### src/rtl/dwconv_requant.sv
// dwconv_requant: rounding shift, ReLU clip and saturation of dwconv sums, tagged with position into an output FIFO.
// Optional macro DWCONV_REQ_RELU6_EN clips at 6<<FRAC_BITS (ReLU6) instead of the OUT_W signed maximum.
module dwconv_requant #(
   parameter int IN_W       = 21,
   parameter int OUT_W      = 16,
   parameter int CHANNELS   = 256,
   parameter int COLS       = 176,
   parameter int ROWS       = 128,
   parameter int FRAC_BITS  = 8,
   parameter int FIFO_DEPTH = 8
) (
   input  logic             clk,
   input  logic             rst,
   input  logic             in_valid,
   input  logic [IN_W-1:0]  in_sum,
   input  logic [4:0]       shift,
   output logic             out_valid,
   input  logic             out_ready,
   output logic [OUT_W-1:0] out_data,
   output logic [7:0]       out_ch,
   output logic [7:0]       out_col,
   output logic [6:0]       out_row,
   output logic             out_last_px,
   output logic             overflow,
   output logic             frame_done
);
   localparam int AW = $clog2(FIFO_DEPTH);
   localparam int EW = OUT_W + 24;
`ifdef DWCONV_REQ_RELU6_EN
   localparam bit R6 = 1'b1;
`else
   localparam bit R6 = 1'b0;
`endif
   localparam logic signed [IN_W:0] CLIP_MAX = R6 ? (IN_W+1)'(6 << FRAC_BITS) : (IN_W+1)'((1 << (OUT_W-1)) - 1);
   logic signed [IN_W:0] ext, rnd, r_d, r_q;
   logic s1_v_q, s2_v_q, s2_last_q;
   logic [OUT_W-1:0] s2_data_q, clip;
   logic [7:0] ch_q, col_q, s2_ch_q, s2_col_q;
   logic [6:0] row_q, s2_row_q;
   logic end_ch, end_col, end_row;
   logic [EW-1:0] mem_q [FIFO_DEPTH];
   logic [AW-1:0] wp_q, rp_q;
   logic [AW:0] cnt_q;
   logic push, pop, full, ovf_q;
   always_comb begin
      ext = {in_sum[IN_W-1], in_sum};
      rnd = (shift == 5'd0) ? '0 : (IN_W+1)'(1) << (shift - 5'd1);
      r_d = (ext + rnd) >>> shift;
      clip = r_q[IN_W] ? '0 : (r_q > CLIP_MAX) ? CLIP_MAX[OUT_W-1:0] : r_q[OUT_W-1:0];
      end_ch = ch_q == 8'(CHANNELS-1);
      end_col = col_q == 8'(COLS-1);
      end_row = row_q == 7'(ROWS-1);
      out_valid = cnt_q != '0;
      full = cnt_q == (AW+1)'(FIFO_DEPTH);
      pop = out_valid && out_ready;
      push = s2_v_q && (!full || pop);
      {out_data, out_ch, out_col, out_row, out_last_px} = out_valid ? mem_q[rp_q] : '0;
      overflow = ovf_q;
      frame_done = s2_v_q && s2_last_q;
   end
   // counters hold the position of the next beat entering stage 2, so drops still advance them
   always_ff @(posedge clk or posedge rst) begin
      if (rst) begin
         s1_v_q <= 1'b0;
         r_q <= '0;
         s2_v_q <= 1'b0;
         s2_data_q <= '0;
         s2_ch_q <= '0;
         s2_col_q <= '0;
         s2_row_q <= '0;
         s2_last_q <= 1'b0;
         ch_q <= '0;
         col_q <= '0;
         row_q <= '0;
         wp_q <= '0;
         rp_q <= '0;
         cnt_q <= '0;
         ovf_q <= 1'b0;
      end else begin
         s1_v_q <= in_valid;
         r_q <= r_d;
         s2_v_q <= s1_v_q;
         s2_data_q <= clip;
         if (s1_v_q) begin
            s2_ch_q <= ch_q;
            s2_col_q <= col_q;
            s2_row_q <= row_q;
            s2_last_q <= end_ch && end_col && end_row;
            ch_q <= end_ch ? '0 : ch_q + 8'd1;
            if (end_ch) col_q <= end_col ? '0 : col_q + 8'd1;
            if (end_ch && end_col) row_q <= end_row ? '0 : row_q + 7'd1;
         end
         if (push) wp_q <= wp_q + 1'b1;
         if (pop) rp_q <= rp_q + 1'b1;
         cnt_q <= cnt_q + (AW+1)'(push) - (AW+1)'(pop);
         ovf_q <= ovf_q || (s2_v_q && full && !pop);
      end
   end
   always_ff @(posedge clk) begin
      if (push) mem_q[wp_q] <= {s2_data_q, s2_ch_q, s2_col_q, s2_row_q, s2_last_q};
   end
endmodule

### config.mk
export PLATFORM = sky130hd
export DESIGN_NAME = dwconv_requant
export DESIGN_NICKNAME = d
export VERILOG_FILES = /design/src/rtl/dwconv_requant.sv
export SDC_FILE = /design/constraint.sdc
export NUM_CORES = 1
export LEC_CHECK = 0
export CAP_MARGIN = 10
export CORE_AREA = 2 2 234 236
export CTS_CLUSTER_SIZE = 24
export DETAILED_ROUTE_END_ITERATION = 16
export DIE_AREA = 0 0 236 238
export GPL_ROUTABILITY_DRIVEN = 0
export PLACE_DENSITY_LB_ADDON = 0.08
export SYNTH_ARGS = -nofsm -noshare
export SYNTH_HDL_FRONTEND = slang
export SYNTH_SLANG_ARGS = --single-unit
### constraint.sdc
create_clock -name clk -period 5.93 [get_ports clk]
set_input_delay 1.186 -clock clk [delete_from_list [all_inputs] [get_ports clk]]
set_output_delay 1.186 -clock clk [all_outputs]
set_load 0.05 [all_outputs]
==> metrics.md <==
| Metric | Value |
|---|---|
| Run status | finished clean |
| Net Sw Power | 3.63 mW |
| CP Class | input port to flip-flop |
| Pwr/cell area | about 480 nW/µm² |
| Max Clock Freq | roughly 190 MHz |
| Avg WL per Cell | approximately 22 µm |
| Fin nets | between 1000 and 1500 |
| Netlist cell types | 85 |
| Switching portion of total power | around a third |
| Combinational power share | between 30% and 40% |
| Ys async rst share | 23.4% |
| Placed Cells | about 2000 |
| Clock power share | a little over a quarter |
| DRC Markers | 0 |
| Final WS setup | around 0.7 ns |
| Die ar. | approximately 56000 µm² |
| Initial Util | between 30% and 40% |
| CTS H-tree depth | 2 |
| Worst path arrival time | about 5.7 ns |
| Critical path launch point | shift[4] |
| Setup TNS | 0 ns |
| Worst-path clk slew | approximately 0.060 ns |
| Min-delay src | r_q[12] |
| Dominant cells by area after synthesis | edfxtp_1 52%, dfrtp_1 13%, mux4_2 10% |
| Worst setup EP type | flip-flop |
| Net Count, Synth | roughly 1300 |
| DR vias | about 11000 |
| First-pass GRT wire length | 70600 µm |
| Clock skew | around 0.017 ns |
| Fill count | ~5000 |
| Most common cell in the netlist | edfxtp_1 |
| Final period utilization | 88.3% |
| Initial antenna violation count | 0 |
| Core Region | around 53000 µm² |
| Final setup viols | 0 |
| Root Buffer | clkbuf_16 |
| Mapped Area | between 15000 and 20000 µm² |
| Largest net degree at the start of global routing | 54 |
| Die X | between 200 and 250 µm |
| Measured slew at the worst slew-check pin | 1.02 ns |
| Max-Cap Viols | 0 |
| Vias in the first global route | about 11000 |
| Hold slack | between 0.4 and 0.5 ns |
| Pre-CTS setup slack | roughly 0.2 ns |
| Number of DRC markers in iteration 0 | between 500 and 600 |
| Cell Count, Final, Fillers Out | roughly 2100 |
| Post-synth top area share | about half |
| Final Hold Vio Count | 0 |
| Yosys reg bits | 418 |
| Max-slew violation count | 0 |
| Row Count | 85 |
| Antenna Cells | 0 |
| DRT Wirelength | between 40000 and 50000 µm |
| Leak | ~8 nW |
| CP required | 6.39 ns |
| Worst-skew pair later-pin latency | 0.56 ns |
| Worst VDD drop | 0.213 mV |
| Power Internal | roughly 6.8 mW |
| Vias per cell | around 5.2 |
| Drt first pass iters | 5 |
| Clock Path Buffers | 3 |
| Register area share after synthesis | approximately 65% |
| Unrepaired setup endpoints after global routing | no |
| Critical path peak fanout | 9 |
| Tot GR Track Use | around 17% |
| Post-CTS setup buffers | 0 |
| Post-cts resize count | 0 |
| Layout Area Growth over Synthesis | 17.3% |
| CTS Hold Buffers Added | 0 |
| Power Total | roughly 10 mW |
| Part of the power in registers | about two fifths |
| DIE HEIGHT | 238 µm |
| Worst Hold Class | flip-flop to flip-flop |
| Total I/O pin count | 73 |
| Startpoint Class | input port |
| TritonCTS clock tree | built |
| Total number of yosys warnings | 0 |
| Commonest cells in the netlist | 320 x edfxtp_1, 143 x nor2_1, 98 x dfrtp_1, 86 x mux4_2, 75 x nand2_1 |
| Final HPWL DP | just under 30000 µm |
| # clock sinks | between 400 and 500 |
| Avg Cell Area, Syn | ~15 µm² |
| EDFF count, synth | 320 |
| Routed Antenna Nets | 0 |
| Rel. slew slack | 32.2% |
| Synth Flop Type | edfxtp_1 |
| Congestion Overflow GR | 0 |
| Inserted Clock Buffers | 45 |
| Port-buffer cells | between 70 and 80 |
| RR Startpoint | cnt_q[2] |
| Layout cell share with drive strength beyond 1 | 19.3% |
| Synth area leader | edfxtp_1 |
| Tmin final | around 5.2 ns |
| Gate Count Post-Synth | 1235 |
[cells by family after synthesis]
logic type | count (synthesis) | synth area share (%)
flops | 418 | 64.7
simple gates | 318 | 7.75
compound gates | 179 | 6.61
mux | 166 | 14.9
buf+inv | 87 | 2.21
fa+ha+maj | 34 | 2.36
xor+xnor | 32 | 1.50
other cells | 1 | 0.0201
[sequential cells by signal (all words and copies together), names as in the netlist, 8 cells and up]
name / cells
mem_q: 320
r_q: 22
s2_data_q: 16
ch_q: 8
col_q: 8
s2_ch_q: 8
s2_col_q: 8
[routing by layer]
layer  routed length, µm  vias up  GRT usage [%]
met2               22900      223           28.7
met4                1330        0           5.62
met5                   0        -              0
met1               20000     5456           21.4
met3                1390       93           2.12
li1                    -     4989              -
[critical path, stage by stage]
cell,delay [ns]
clkdlybuf4s50_1,0.49
nor2_1,0.53
nand2_1,0.41
nor2_1,0.27
ha_1,0.23
fa_1,0.22
nand3_1,0.16
a211o_1,0.39
a211oi_1,0.51
nor2_1,0.11
xnor2_1,0.30
and2_1,0.20
a2bb2oi_1,0.29
mux2i_1,0.21
o21ai_1,0.19
[per-stage QoR]
step | utilization, % | instance area [µm²]
6_report | 40.9 | 21900
5_1_grt | 40.9 | 21900
2_1_floorplan | - | 18700
3_3_place_gp | 38.1 | 20400
4_1_cts | 40.9 | 21900
3_5_place_dp | 38.1 | 20400
[cell usage in the layout (no fill, tap or decap), types with 32 or more instances in the layout]
cell type / instances
a21oi_1: 38
buf_4: 43
clkbuf_16: 47
clkdlybuf4s50_1: 72
dfrtp_1: 95
edfxtp_1: 320
ha_1: 32
mux2_2: 32
mux2i_1: 48
mux4_2: 86
nand2_1: 75
nor2_1: 137
o21ai_0: 32
[area by class of cell]
class	instances	area, µm²	area share, %
Inverter	22	85.1	0.389
Clock inverter	22	216	0.990
Clock buffer	62	1290	5.91
Timing Repair Buffer	118	1100	5.04
Multi-Input combinational cell	730	6240	28.5
Tap cell	696	871	3.98
Sequential cell	418	12100	55.2
[worst paths after layout]
check | to | slack [ns] | cells after the start
max reg2reg | mem_q[7][16] | 2.25 | 11
max | r_q[5] | 0.70 | 15
min in group asynchronous | cnt_q[1] | 0.99 | 2
min | s2_data_q[12] | 0.46 | 2
min reg2reg | s2_data_q[12] | 0.46 | 2
max in group asynchronous | r_q[14] | 4.01 | 3
[power by group through the flow]
stage               clock network, mW  registers, mW  logic [mW]
floorplan                           0           3.87        2.60
global placement                    0           4.13        3.61
detailed placement                  0           4.14        3.61
CTS                              2.91           4.08        3.62
global route                     3.01           4.13        3.78
finish                           2.83           4.06        3.52
Power figures use the tool's default switching activity.
